## src/rtl/cpu_phase_controller.sv

```systemverilog
// cpu_phase_controller: 8-phase fetch/execute strobe sequencer for the 8-bit RISC CPU.
// Optional instruction-retired counter (icount port) is built when CTRL_ICNT_EN is defined.
module cpu_phase_controller #(
  parameter int OPW    = 3,
  parameter int ICNT_W = 16
) (
  input  logic              clock,
  input  logic              reset,
  input  logic              en,
  input  logic [OPW-1:0]    opcode,
  input  logic              zero,
  output logic              sel,
  output logic              rd,
  output logic              wr,
  output logic              ld_ir,
  output logic              ld_ac,
  output logic              data_e,
  output logic              pc_inc,
  output logic              pc_load,
  output logic              halt,
  output logic [2:0]        phase
`ifdef CTRL_ICNT_EN
  ,
  output logic [ICNT_W-1:0] icount
`endif
);

  typedef enum logic [2:0] {
    PH_INST_ADDR  = 3'd0,
    PH_INST_FETCH = 3'd1,
    PH_INST_LOAD  = 3'd2,
    PH_IDLE       = 3'd3,
    PH_OP_ADDR    = 3'd4,
    PH_OP_FETCH   = 3'd5,
    PH_ALU_OP     = 3'd6,
    PH_STORE      = 3'd7
  } phase_t;

  typedef enum logic [2:0] {
    OP_HLT = 3'b000,
    OP_SKZ = 3'b001,
    OP_ADD = 3'b010,
    OP_AND = 3'b011,
    OP_XOR = 3'b100,
    OP_LDA = 3'b101,
    OP_STO = 3'b110,
    OP_JMP = 3'b111
  } opcode_t;

  phase_t  r_phase;
  logic    r_halted;
  opcode_t w_op;
  logic    w_aluop;
  logic    w_advance;

  assign w_op      = opcode_t'(opcode);
  assign w_aluop   = (w_op inside {OP_ADD, OP_AND, OP_XOR, OP_LDA});
  assign w_advance = en && !r_halted;
  assign phase     = r_phase;

  // Halting is decided on the edge leaving OP_ADDR, so the phase parks at OP_FETCH.
  always_ff @(posedge clock or posedge reset) begin
    if (reset) begin
      r_phase  <= PH_INST_ADDR;
      r_halted <= 1'b0;
    end else if (w_advance) begin
      if (r_phase == PH_OP_ADDR && w_op == OP_HLT) begin
        r_halted <= 1'b1;
      end
      r_phase <= phase_t'(r_phase + 3'd1);
    end
  end

`ifdef CTRL_ICNT_EN
  logic [ICNT_W-1:0] r_icount;

  // HLT never reaches STORE, so halting instructions are never counted.
  always_ff @(posedge clock or posedge reset) begin
    if (reset) begin
      r_icount <= '0;
    end else if (w_advance && r_phase == PH_STORE) begin
      r_icount <= r_icount + 1'b1;
    end
  end

  assign icount = r_icount;
`endif

  // Strobes decode straight from the phase register; reset forcing phase 0 yields sel=1 at once.
  always_comb begin
    sel     = 1'b0;
    rd      = 1'b0;
    wr      = 1'b0;
    ld_ir   = 1'b0;
    ld_ac   = 1'b0;
    data_e  = 1'b0;
    pc_inc  = 1'b0;
    pc_load = 1'b0;
    halt    = 1'b0;
    if (r_halted) begin
      halt = 1'b1;
    end else begin
      case (r_phase)
        PH_INST_ADDR: begin
          sel = 1'b1;
        end
        PH_INST_FETCH: begin
          sel = 1'b1;
          rd  = 1'b1;
        end
        PH_INST_LOAD, PH_IDLE: begin
          sel   = 1'b1;
          rd    = 1'b1;
          ld_ir = 1'b1;
        end
        PH_OP_ADDR: begin
          pc_inc = 1'b1;
          halt   = (w_op == OP_HLT);
        end
        PH_OP_FETCH: begin
          rd = w_aluop;
        end
        PH_ALU_OP: begin
          rd      = w_aluop;
          pc_inc  = (w_op == OP_SKZ) && zero;
          pc_load = (w_op == OP_JMP);
          data_e  = (w_op == OP_STO);
        end
        PH_STORE: begin
          rd      = w_aluop;
          ld_ac   = w_aluop;
          pc_load = (w_op == OP_JMP);
          pc_inc  = (w_op == OP_JMP);
          data_e  = (w_op == OP_STO);
          wr      = (w_op == OP_STO);
        end
        default: begin
          sel = 1'b1;
        end
      endcase
    end
  end

  // Structural invariants of the strobe decode.
  always_ff @(posedge clock) begin
    assert (OPW == 3 && ICNT_W > 0);
    if (!reset) begin
      assert (!(wr && rd));
      assert (!wr || r_phase == PH_STORE);
      assert (!data_e || r_phase == PH_ALU_OP || r_phase == PH_STORE);
    end
  end

endmodule

```

## config.mk

```make
export PLATFORM = sky130hd
export DESIGN_NAME = cpu_phase_controller
export DESIGN_NICKNAME = d
export VERILOG_FILES = /design/src/rtl/cpu_phase_controller.sv
export SDC_FILE = /design/constraint.sdc
export NUM_CORES = 1
export LEC_CHECK = 0
export ABC_AREA = 1
export BUFFER_PORTS_ARGS = -buffer_cell sky130_fd_sc_hd__buf_2
export CAP_MARGIN = 20
export CORE_AREA = 8 8 45 47
export CTS_CLUSTER_SIZE = 10
export DETAILED_ROUTE_END_ITERATION = 7
export DIE_AREA = 0 0 53 55
export GPL_TIMING_DRIVEN = 0
export PLACE_DENSITY = 0.53
export SYNTH_ARGS = -nofsm -noshare
export SYNTH_HDL_FRONTEND = slang
export SYNTH_SLANG_ARGS = --single-unit
```

## constraint.sdc

```tcl
create_clock -name clock -period 1.6 [get_ports clock]
set_input_delay 0.4 -clock clock [delete_from_list [all_inputs] [get_ports clock]]
set_output_delay 0.4 -clock clock [all_outputs]
set_load 0.02 [all_outputs]
```

Word level (Yosys, flattened, before mapping)
Index checks and enable logic that the tools add are counted.
{ "totals": {"ff_bits": 4, "latch_bits": 0, "ram_bits": 0, "rom_bits": 0, "memories": 0} }
{ "op_classes": {"n_addsub": 1, "mul": 0, "n_div": 0, "magnitude_cmp": 0, "n_eq_ne": 14, "n_shift": 0, "muxes": 18, "bitwise_logic": 0, "reduce_logical": 13} }
{ "op_table": {"columns": ["cell", "n"], "rows": [
  ["3-bit == test, second input constant", 8],
  ["1-bit 2-to-1 mux", 16],
  ["3-bit by 2-bit == test with 1-bit output, second input constant", 4],
  ["3-bit by 1-bit == test with 1-bit output, second input constant", 2],
  ["3-bit logical NOT", 2],
  ["3-bit OR reduction", 2],
  ["4-bit nonzero test", 1],
  ["2-bit OR reduction", 2],
  ["4-bit OR reduction", 1],
  ["3-bit by 1-bit adder with 3-bit output, second input constant", 1],
  ["1-bit logical AND", 3],
  ["1-bit case mux with 3 select lines", 1],
  ["1-bit case mux with 2 select lines", 1],
  ["2-bit AND reduction", 1],
  ["1-bit logical NOT", 1]
]} }

Longest topological paths before layout
Gate-level depths: netlist of the first run.
{ "logic_depth": {"word_depth": 4, "ltp_mapped": 6, "mapped_depth_nobuf": 6} }

Worst setup path before layout of the first run
Ideal clock, no wire load.
{ "synth_timing": {"path_type": "register to output", "start": "reg r_phase[1] (netlist: phase[1])", "end": "out ld_ac", "arrival_time_ns": 1.284, "required_ns": 1.200, "setup_slack_ns": -0.084, "path_stages_with_launch": 5, "n_path_buf": 0, "cell_sequence": "dfrtp_1 -> ha_1 -> ha_1 -> nand2_1 -> a21oi_1"} }
{ "synth_between": {"elab_chain_len": 3} }
{ "synth_lines": {"columns": ["element", "line", "rtl"], "rows": [
  ["start: declaration", "50", "phase_t r_phase;"],
  ["start signal: assignment", "70", "r_phase <= phase_t'(r_phase + 3'd1);"],
  ["3-bit == test", "103", "case (r_phase)"],
  ["1-bit 2-to-1 mux", "103", null],
  ["1-bit 2-to-1 mux", "100", "if (r_halted) begin"],
  ["end: declaration", "16", "output logic ld_ac,"]
]} }
No other way between the ends.

Worst setup path in the final report of the first run
{ "layout_timing": {"start": "reg r_phase[1] (netlist: phase[1])", "end": "out rd"} }
{ "layout_between": {"elab_chain_len": 4} }
{ "layout_lines": {"columns": ["element", "line", "rtl"], "rows": [
  ["3-bit == test (tied with other cells)", "103", null],
  ["3-bit OR reduction (no line)", null, null],
  ["1-bit case mux with 2 select lines *", "103", null],
  ["1-bit 2-to-1 mux *", "100", null],
  ["end: declaration", "13", "output logic rd,"]
]} }
Every way passes the cells marked *; elsewhere a longest branch is shown, timed or not.

==> results by group, run 1 <==
Worst setup path
  • Critical path arrival: about 1.4 ns
  • Data required, critical path: between 1 and 1.5 ns
  • Slowest cell on the critical path: dfrtp_2
  • Stages on worst setup path: 7
  • Crit Path Category: reg2out
  • Reg2Reg Capture Point: phase[2]
  • Crit-path cells: inv_4 > ha_4 > nand2_2 > nand2_2 > nor2_2 > a21oi_2 > buf_6
  • Origin of the critical flop-to-flop path: phase[1]
  • Kind of start point of the critical path: register
  • CP top delay family: flip-flops
  • CP max stage delay: about 0.47 ns
  • Worst setup EP type: output port
  • Most used cell, CP: nand2_2
  • Sum of buffers and inverters on the critical path: 2
  • Worst setup startpoint: phase[1]
  • Critical Path Fanout Max: 5
  • Worst Reg-to-Reg Cells: 3
  • Reg2Reg Setup Slack: between 0.4 and 0.5 ns

STA
  • Crit share post-route: 111%
  • Fin Hold WS: ~0.028 ns
  • Post-layout min period: roughly 1.8 ns
  • Fmax: 562 MHz
  • Final setup margin: -0.180 ns
  • Setup violations, final: 8
  • Clock skew: 0.00341 ns
  • RSZ-0062 raised after global routing: yes
  • Max_slew headroom: 82.1%
  • Max-slew violations: 0
  • Final Hold Fails: 0
  • Worst Tran Pin Value: approximately 0.27 ns

Outcome
  • Failing checks: negative setup slack
  • Status: finished with violations

Global route
  • Vias in the first global route: about 480
  • First-pass GRT wire length: approximately 1900 µm
  • Largest net degree at the start of global routing: 9
  • Grt total ovfl: 0
  • Initial antenna violation count: 0
  • Total track usage: 8.82%

Power and ir drop
  • Power Density: approximately 360 nW/µm²
  • Leakage: 0.000366 µW
  • Max VDD drop: around 0.00023 V

Floorplanning
  • DIE WIDTH: roughly 53 µm
  • CORE AREA: around 1400 µm²
  • Effective utilization at floorplan: slightly below 30%
  • Full die area: 2920 µm²
  • Cell Rows: 14
  • # IOs: 19
  • Chip Height: roughly 55 µm

Finish
  • Layout Cells excl Fill: 102
  • # fillers: approximately 160
  • Final nets: roughly 100
  • Most frequent cells in the layout: nand2_1, buf_2, buf_4
  • Layout cells sized above 1: between 60% and 70%
  • Diode count: 0
  • Area grow syn2layout: 78.6%

Synthesis
  • Mapped Cells: slightly above 60
  • Leading area contributor after synthesis: dfrtp_1
  • Synth top area cells: dfrtp_1, ha_1, nand2_1
  • Syn. warnings: 0
  • Cell variety after synth: 16
  • Synthesized netlist net count: 74
  • Mapped cell area: 403 µm²
  • Post-synthesis sequential area ratio: 24.8%
  • FF+latch count, synth: 4
  • Syn avg cell area: approximately 6.6 µm²
  • Synth top area share: between 20 and 25%

Detailed routing
  • Detailed router's first-iteration violation count: 3
  • First-pass DRT Iterations: 4
  • Avg WL per Cell: around 12 µm
  • DR DRC count: 0
  • Via count: 456
  • Post-Route WL: 1170 µm
  • Post-DR vias/cell: approximately 4.5
  • Antenna Violating Nets Remaining: 0

CTS
  • Clk sinks: 4
  • Total CTS buffers: 3
  • H-tree Lvls: 1
  • Clk slew on worst S/H paths: approximately 0.04 ns
  • CTS Buffer Depth: 2
  • Worst-skew pair later-pin latency: 0.24 ns
  • TritonCTS clock tree: built
  • Clock Tree Root: clkbuf_4

Placement
  • DP HPWL: 794 µm
  • PortBufs: 18
  • Placed Cells: 95
  • Final RePlAce weighted congestion: 0.684
  • DP Worst Slack: between 0.015 and 0.02 ns

Flow run
  • Max cap viols: 0

Min path
  • Min-Delay Path Class: in2async
## layer usage
metal | GRT usage [%] | up-vias | wire length, µm
met5 | 0 | - | 0
met3 | 3.74 | 2 | 103
met4 | 6.47 | 0 | 11
met1 | 7.66 | 200 | 432
li1 | - | 240 | -
met2 | 16.0 | 14 | 625
## timing repair
action | 4_1_cts | 5_1_grt
endpoints found under the hold margin | 0 | 0
buffers inserted | 3 | 1
endpoints found under the setup margin | 7 | 8
gates cloned | 0 | 0
hold buffers | 0 | 0
gates resized for setup | 31 | 9
pin swaps | 6 | 8
## worst reg2reg max path: cells and delay by family, from the launching register on
family / cells / cell delay (ns)
AO/OA/AOI/OAI: 1 / 0.07
adder cells (fa/ha/maj): 2 / 0.46
flip-flops: 1 / 0.47
## synthesized netlist by cell type
cell and instances:
o21ai_0 1, nor2_1 8, nor3_1 1, inv_1 9, ha_1 6, o21ai_1 1
a21oi_1 3, nand3_1 4, nor2_2 1, dfrtp_1 4, nor3_2 1, nand2_4 1
nand2_2 1, xor2_1 1, inv_2 2, nand2_1 17
## cell type report
class | instances | area [µm²] | share of cell area, %
clock buffer | 3 | 22.5 | 3.13
inverter | 11 | 43.8 | 6.09
multi-input combinational | 46 | 377 | 52.3
sequential | 4 | 104 | 14.4
tap | 16 | 20.0 | 2.78
timing repair buffer | 22 | 153 | 21.2
## logic make-up after synthesis
kind of cell | count (synthesis) | synth area share (%)
adder cells (fa/ha/maj) | 6 | 18.6
flip-flops | 4 | 24.8
XOR/XNOR | 1 | 2.17
buffers and inverters | 11 | 10.2
AND/OR/NAND/NOR | 34 | 37.9
AO/OA/AOI/OAI | 5 | 6.21
## worst max path at each step
stage / endpoint / slack [ns]
floorplan: ld_ac / 0.01
global route: rd / -0.25
CTS: rd / -0.16
global placement: rd / 0.02
finish: rd / -0.18
detailed placement: rd / 0.02
## sequential cells by signal, summed over array words and instances (netlist names)
| register | cells |
|---|---|
| r_halted | 1 |
| phase | 3 |
## power breakdown
group          internal [µW]  leakage [µW]  switching, µW
combinational           8.42      0.000314           14.6
clock                   84.7     0.0000138           53.1
sequential               101     0.0000379              0
total                    195      0.000366           67.7
## stage by stage
step	power (µW)	instance area (µm²)	util [%]	TNS, ns
after detailed placement	126	523	37.8	0
after global routing	272	719	52.0	-1.64
after CTS	259	688	49.7	-1.03
final	262	719	52.0	-1.12
after global placement	125	523	37.8	0
after floorplan	114	413	-	0
Power figures use the tool's default switching activity.
==> run 2: changes to the inputs <==
--- a/config.mk
+++ b/config.mk
@@ -13,6 +13,7 @@
 export DETAILED_ROUTE_END_ITERATION = 7
 export DIE_AREA = 0 0 53 55
 export GPL_TIMING_DRIVEN = 0
+export MAX_ROUTING_LAYER = met4
 export PLACE_DENSITY = 0.53
 export SYNTH_ARGS = -nofsm -noshare
 export SYNTH_HDL_FRONTEND = slang
==> run 2 against run 1 <==
Compared with the run above:
- the flow still finishes with violations (negative setup slack)
- utilization unchanged
- register-to-register slack about the same
- hold slack improved by 0.0017 ns
- sequential cell count unchanged
- non-clock buffer count unchanged
- total power decreased by 0.38%
- clock skew about the same
- sequential share of layout area unchanged
- wire length unchanged
- die area unchanged
- setup slack improved by 0.0015 ns
- largest cell class unchanged
==> results by group, run 2 (synthesized netlist as in run 1, its figures left out) <==
Outcome
  • Status: finished with violations
  • Failing checks: negative setup slack

STA
  • Post-layout min period: 1.78 ns (-0.00152 ns)
  • Final Hold Fails: 0 (unchanged)
  • RSZ-0062 raised after global routing: yes
  • Worst Tran Pin Value: 0.270 ns (+0.000332 ns)
  • Fmax: 562 MHz (about the same)
  • Final setup margin: -0.178 ns (+0.00152 ns)
  • Max_slew headroom: 82.0% (about the same)
  • Crit share post-route: 111% (about the same)
  • Setup violations, final: 8 (unchanged)
  • Max-slew violations: 0 (unchanged)
  • Clock skew: 0.00350 ns (+0.0000861 ns)
  • Fin Hold WS: 0.0299 ns (+0.00172 ns)
  • Setup Total Neg Slack: -1.10 ns (+0.0119 ns)

Worst setup path
  • Kind of start point of the critical path: register
  • Crit-path cells: inv_4 > ha_4 > nand2_2 > nand2_2 > nor2_2 > a21oi_2 > buf_6
  • Reg2Reg Capture Point: phase[2]
  • Worst Setup EP: rd
  • Crit Path Category: reg2out
  • Slowest cell on the critical path: dfrtp_2
  • Worst setup startpoint: phase[1]
  • Critical Path Fanout Max: 5 (unchanged)
  • Critical path arrival: 1.38 ns (about the same)
  • CP max stage delay: 0.47 ns (about the same)
  • Reg2Reg Setup Slack: 0.47 ns (about the same)
  • Origin of the critical flop-to-flop path: phase[1]
  • Worst Reg-to-Reg Cells: 3 (unchanged)
  • Data required, critical path: 1.20 ns (about the same)
  • Most used cell, CP: nand2_2
  • Worst setup EP type: output port

CTS
  • Worst-skew pair later-pin latency: 0.24 ns (about the same)
  • H-tree Lvls: 1 (unchanged)
  • Clk slew on worst S/H paths: 0.04 ns (about the same)
  • CTS Buffer Depth: 2 (unchanged)
  • Clock Tree Root: clkbuf_4
  • Clk sinks: 4 (unchanged)
  • Total CTS buffers: 3 (unchanged)
  • Hold_buf cts: 0 (unchanged)
  • TritonCTS clock tree: built

Detailed routing
  • DR DRC count: 0 (unchanged)
  • Avg WL per Cell: 11.5 µm (unchanged)
  • Post-Route WL: 1170 µm (unchanged)
  • Antenna Violating Nets Remaining: 0 (unchanged)
  • Via count: 454 (-0.44%)
  • Detailed router's first-iteration violation count: 3 (unchanged)
  • Post-DR vias/cell: 4.45 (-0.44%)
  • First-pass DRT Iterations: 4 (unchanged)

Placement
  • DP HPWL: 794 µm (unchanged)
  • PortBufs: 18 (unchanged)
  • Placed Area: 523 µm² (unchanged)
  • Final RePlAce weighted congestion: 0.691 (+1.0%)
  • DP Worst Slack: 0.0174 ns (unchanged)
  • Placed Cells: 95 (unchanged)

Flow run
  • Max cap viols: 0 (unchanged)

Floorplanning
  • Cell Rows: 14 (unchanged)
  • CORE AREA: 1380 µm² (unchanged)
  • # IOs: 19 (unchanged)
  • Full die area: 2920 µm² (unchanged)
  • DIE WIDTH: 53 µm (unchanged)
  • Effective utilization at floorplan: 29.1% (unchanged)
  • Chip Height: 55 µm (unchanged)

Power and ir drop
  • Power Density: 363 nW/µm² (-0.38%)
  • Max VDD drop: 0.000226 V (about the same)
  • Leakage: 0.000366 µW (unchanged)

Global route
  • Vias in the first global route: 479 (unchanged)
  • Total track usage: 9.09% (+0.27 points)
  • Largest net degree at the start of global routing: 9 (unchanged)
  • Grt total ovfl: 0 (unchanged)
  • First-pass GRT wire length: 1890 µm (unchanged)
  • Initial antenna violation count: 0 (unchanged)

Finish
  • Area grow syn2layout: 78.6% (unchanged)
  • Final nets: 101 (unchanged)
  • Diode count: 0 (unchanged)
  • Post-route cell area: 719 µm² (unchanged)
  • Max reg flops: 3 (unchanged)
  • Most frequent cells in the layout: nand2_1, buf_2, buf_4
  • Layout Cells excl Fill: 102 (unchanged)
  • Layout cells sized above 1: 62.8% (unchanged)

Min path
  • Min-Delay Path Class: in2async
run 2: cell counts in the layout (fill, tap and decap cells not counted):
No cell type changed its count.
run 2: cell type report:
type | count | area, µm²
fill | 157 | 664
timing repair buffer | 22 | 153
clock buffer | 3 | 22.5
inverter | 11 | 43.8
sequential | 4 | 104
tap | 16 | 20.0
multi-input combinational | 46 | 377
run 2: how the worst min path moves through the flow:
stage | from | end | slack [ns] | cells past startpoint
finish | reset | phase[0] | 0.03 | 2
global route | reset | phase[0] | 0.04 | 2
CTS | reset | phase[0] | 0.03 | 2
detailed placement | reset | r_halted | 0.29 | 2
global placement | reset | r_halted | 0.29 | 2
floorplan | reset | phase[0] | 0.17 | 1
run 2: repair_timing:
item,CTS,global route
pin swaps,6,8
setup buffers,3,1
setup endpoints to repair,7,8
endpoints found under the hold margin,0,0
gates resized for setup,31,9
run 2: metrics by stage:
stage / total power (µW) / util, %
global route: 272 / 52.0
floorplan: 114 / -
global placement: 125 / 37.8
detailed placement: 126 / 37.8
finish: 261 / 52.0
CTS: 259 / 49.7
run 2: critical path: cells and delay by family, from the launching register on:
kind / cells / cell delay, ns
adders and majority gates: 1 / 0.14
DFF: 1 / 0.47
buffers and inverters: 2 / 0.23
and+or+nand+nor: 3 / 0.16
AOI/OAI and AO/OA: 1 / 0.13
run 2: metal layers:
metal | part of all wire (%) | vias to the layer above | GRT usage (%)
met5 | 0 | - | -
met4 | 0 | 0 | 6.47
met3 | 6.6 | 0 | 2.41
met2 | 54 | 14 | 16.0
met1 | 39 | 200 | 8.42
li1 | - | 240 | -
run 2: power breakdown:
group          switching (µW)  leakage, µW  internal [µW]  total (µW)
clock                    52.1    0.0000138           84.7         137
combinational            14.6     0.000314           8.42        23.0
sequential                  0    0.0000379            101         101
==> run 3: changes to the inputs <==
--- a/config.mk
+++ b/config.mk
@@ -6,7 +6,7 @@
 export NUM_CORES = 1
 export LEC_CHECK = 0
 export ABC_AREA = 1
-export BUFFER_PORTS_ARGS = -buffer_cell sky130_fd_sc_hd__buf_2
+export BUFFER_PORTS_ARGS = -buffer_cell sky130_fd_sc_hd__clkbuf_2
 export CAP_MARGIN = 20
 export CORE_AREA = 8 8 45 47
 export CTS_CLUSTER_SIZE = 10
==> run 3 against run 2 <==
Compared with the run above:
- the run still ends with negative setup slack left
- utilization increased by 3.9 points
- sequential power about the same
- die area unchanged
- combinational power increased by 3%
- non-clock buffer count increased by 1
- sequential cell count unchanged
- cell count increased by 0.98%
- register-to-register slack about the same
==> results by group, run 3 (synthesized netlist as in run 1, its figures left out) <==
Outcome
  • Status: finished with violations
  • Failing checks: negative setup slack

Detailed routing
  • Post-DR vias/cell: 4.42 (-0.75%)
  • DR DRC count: 0 (unchanged)
  • Post-Route WL: 1110 µm (-5.0%)
  • Detailed router's first-iteration violation count: 4 (+1)
  • Antenna Violating Nets Remaining: 0 (unchanged)
  • Avg WL per Cell: 10.8 µm (-6.0%)
  • First-pass DRT Iterations: 4 (unchanged)
  • Via count: 455 (+0.22%)

STA
  • Crit share post-route: 112% (+0.58 points)
  • Worst Tran Pin Value: 0.275 ns (+0.00568 ns)
  • Fmax: 559 MHz (-0.52%)
  • RSZ-0062 raised after global routing: yes
  • Setup violations, final: 8 (unchanged)
  • Final Hold Fails: 0 (unchanged)
  • Final setup margin: -0.187 ns (-0.00923 ns)
  • Clock skew: 0.00152 ns (-0.00198 ns)
  • Post-layout min period: 1.79 ns (+0.00923 ns)
  • Max_slew headroom: 81.7% (-0.38 points)
  • Max-slew violations: 0 (unchanged)

Global route
  • Total track usage: 8.02% (-1.1 points)
  • Vias in the first global route: 423 (-12%)
  • Largest net degree at the start of global routing: 9 (unchanged)
  • Initial antenna violation count: 0 (unchanged)
  • First-pass GRT wire length: 1700 µm (-9.8%)
  • Grt total ovfl: 0 (unchanged)

Worst setup path
  • Critical path arrival: 1.39 ns (about the same)
  • Slowest cell on the critical path: dfrtp_2
  • Most used cell, CP: ha_4
  • CP top delay family: flip-flops
  • Worst setup EP type: output port
  • Crit-path cells: ha_4 > ha_4 > nand3_2 > nand3_1 > clkbuf_8
  • Critical Path Fanout Max: 5 (unchanged)
  • Kind of start point of the critical path: register
  • Data required, critical path: 1.20 ns (about the same)
  • Sum of buffers and inverters on the critical path: 1 (-1)
  • Crit Path Category: reg2out
  • CP max stage delay: 0.47 ns (about the same)

CTS
  • Worst-skew pair later-pin latency: 0.24 ns (about the same)
  • Clock Tree Root: clkbuf_4
  • Clk sinks: 4 (unchanged)
  • Total CTS buffers: 3 (unchanged)
  • Clk slew on worst S/H paths: 0.04 ns (about the same)
  • TritonCTS clock tree: built
  • CTS Buffer Depth: 2 (unchanged)
  • H-tree Lvls: 1 (unchanged)

Floorplanning
  • Effective utilization at floorplan: 29.1% (unchanged)
  • # IOs: 19 (unchanged)
  • Full die area: 2920 µm² (unchanged)
  • CORE AREA: 1380 µm² (unchanged)
  • Cell Rows: 14 (unchanged)
  • DIE WIDTH: 53 µm (unchanged)
  • Chip Height: 55 µm (unchanged)

Min path
  • Min-Delay Path Class: in2async

Finish
  • Layout cells sized above 1: 63.2% (+0.43 points)
  • Diode count: 0 (unchanged)
  • Area grow syn2layout: 91.9%
  • Commonest non-fill, non-tap cell in the layout: nand2_1
  • Final nets: 102 (+0.99%)
  • Max reg flops: 3 (unchanged)
  • Post-layout util: 55.9% (+3.9 points)
  • # fillers: 138 (-12%)
  • Post-route cell area: 773 µm² (+7.5%)
  • Most frequent cells in the layout: nand2_1, clkbuf_2, inv_1, ha_4, buf_4

Power and ir drop
  • Leakage: 0.000373 µW (+1.9%)
  • Power Density: 330 nW/µm² (-9.2%)
  • Max VDD drop: 0.000309 V (+37%)

Flow run
  • Max cap viols: 0 (unchanged)

Placement
  • DP HPWL: 821 µm (+3.4%)
  • PortBufs: 18 (unchanged)
  • Final RePlAce weighted congestion: 0.690 (-0.12%)
  • Placed Area: 523 µm² (unchanged)
-- run 3: cell types whose count changed in the layout (fill, tap and decap cells not counted), sizes merged --
cell and change:
clkbuf +13, buf -12
-- run 3: final timing paths --
kind / slack (ns) / to / startpoint / depth (start not counted)
max reg2reg: 0.48 / phase[2] / phase[1] / 3
min reg2reg: 0.64 / phase[2] / phase[2] / 2
min: 0.01 / phase[0] / reset / 2
max in group asynchronous: 1.42 / phase[2] / reset / 2
max: -0.19 / pc_inc / phase[1] / 5
min in group clock: 0.45 / phase[0] / en / 3
-- run 3: cell type report --
cell class | count | area [µm²] | share of cell area [%]
well taps | 16 | 20.0 | 2.59
repair buffers | 23 | 189 | 24.4
flip-flops and latches | 4 | 104 | 13.4
multi-input cells | 46 | 392 | 50.6
inverters | 11 | 46.3 | 5.99
clock buffers | 3 | 22.5 | 2.91
-- run 3: routing by layer --
layer	vias to the layer above	share of wire [%]	track usage, %	routed length [µm]
met5	-	0	-	0
met4	0	2.6	6.47	29
met3	3	6.2	1.87	69
met2	15	49	12.7	542
met1	197	42	8.44	473
li1	240	-	-	-
-- run 3: power breakdown --
| group | internal, µW | switching (µW) |
|---|---|---|
| registers | 102 | 0 |
| logic | 8.40 | 15.4 |
| clock network | 84.2 | 45.5 |
-- run 3: worst register-to-register path: cells and delay by family (launching register included) --
kind	cells	cell delay, ns
flip-flops	1	0.47
adder cells (fa/ha/maj)	2	0.46
AO/OA/AOI/OAI	1	0.07
-- run 3: what timing repair did --
| item | CTS | global route |
|---|---|---|
| setup buffers | 3 | 2 |
| gates resized for setup | 32 | 20 |
| hold endpoints to repair | 0 | 0 |
| pin swaps | 9 | 6 |
| setup endpoints to repair | 7 | 8 |
| hold buffers | 0 | 0 |
-- run 3: per-stage QoR --
step / TNS, ns / hold slack [ns] / worst slack, ns / total power [µW] / cells
2_1_floorplan: 0 / 0.166 / 0.0147 / 114 / 61
3_3_place_gp: 0 / 0.274 / 0.00624 / 125 / 95
3_5_place_dp: 0 / 0.272 / 0.0101 / 126 / 95
4_1_cts: -1.17 / 0.0146 / -0.184 / 260 / 101
5_1_grt: -1.59 / 0.0203 / -0.250 / 270 / 103
6_report: -1.07 / 0.0138 / -0.187 / 255 / 103
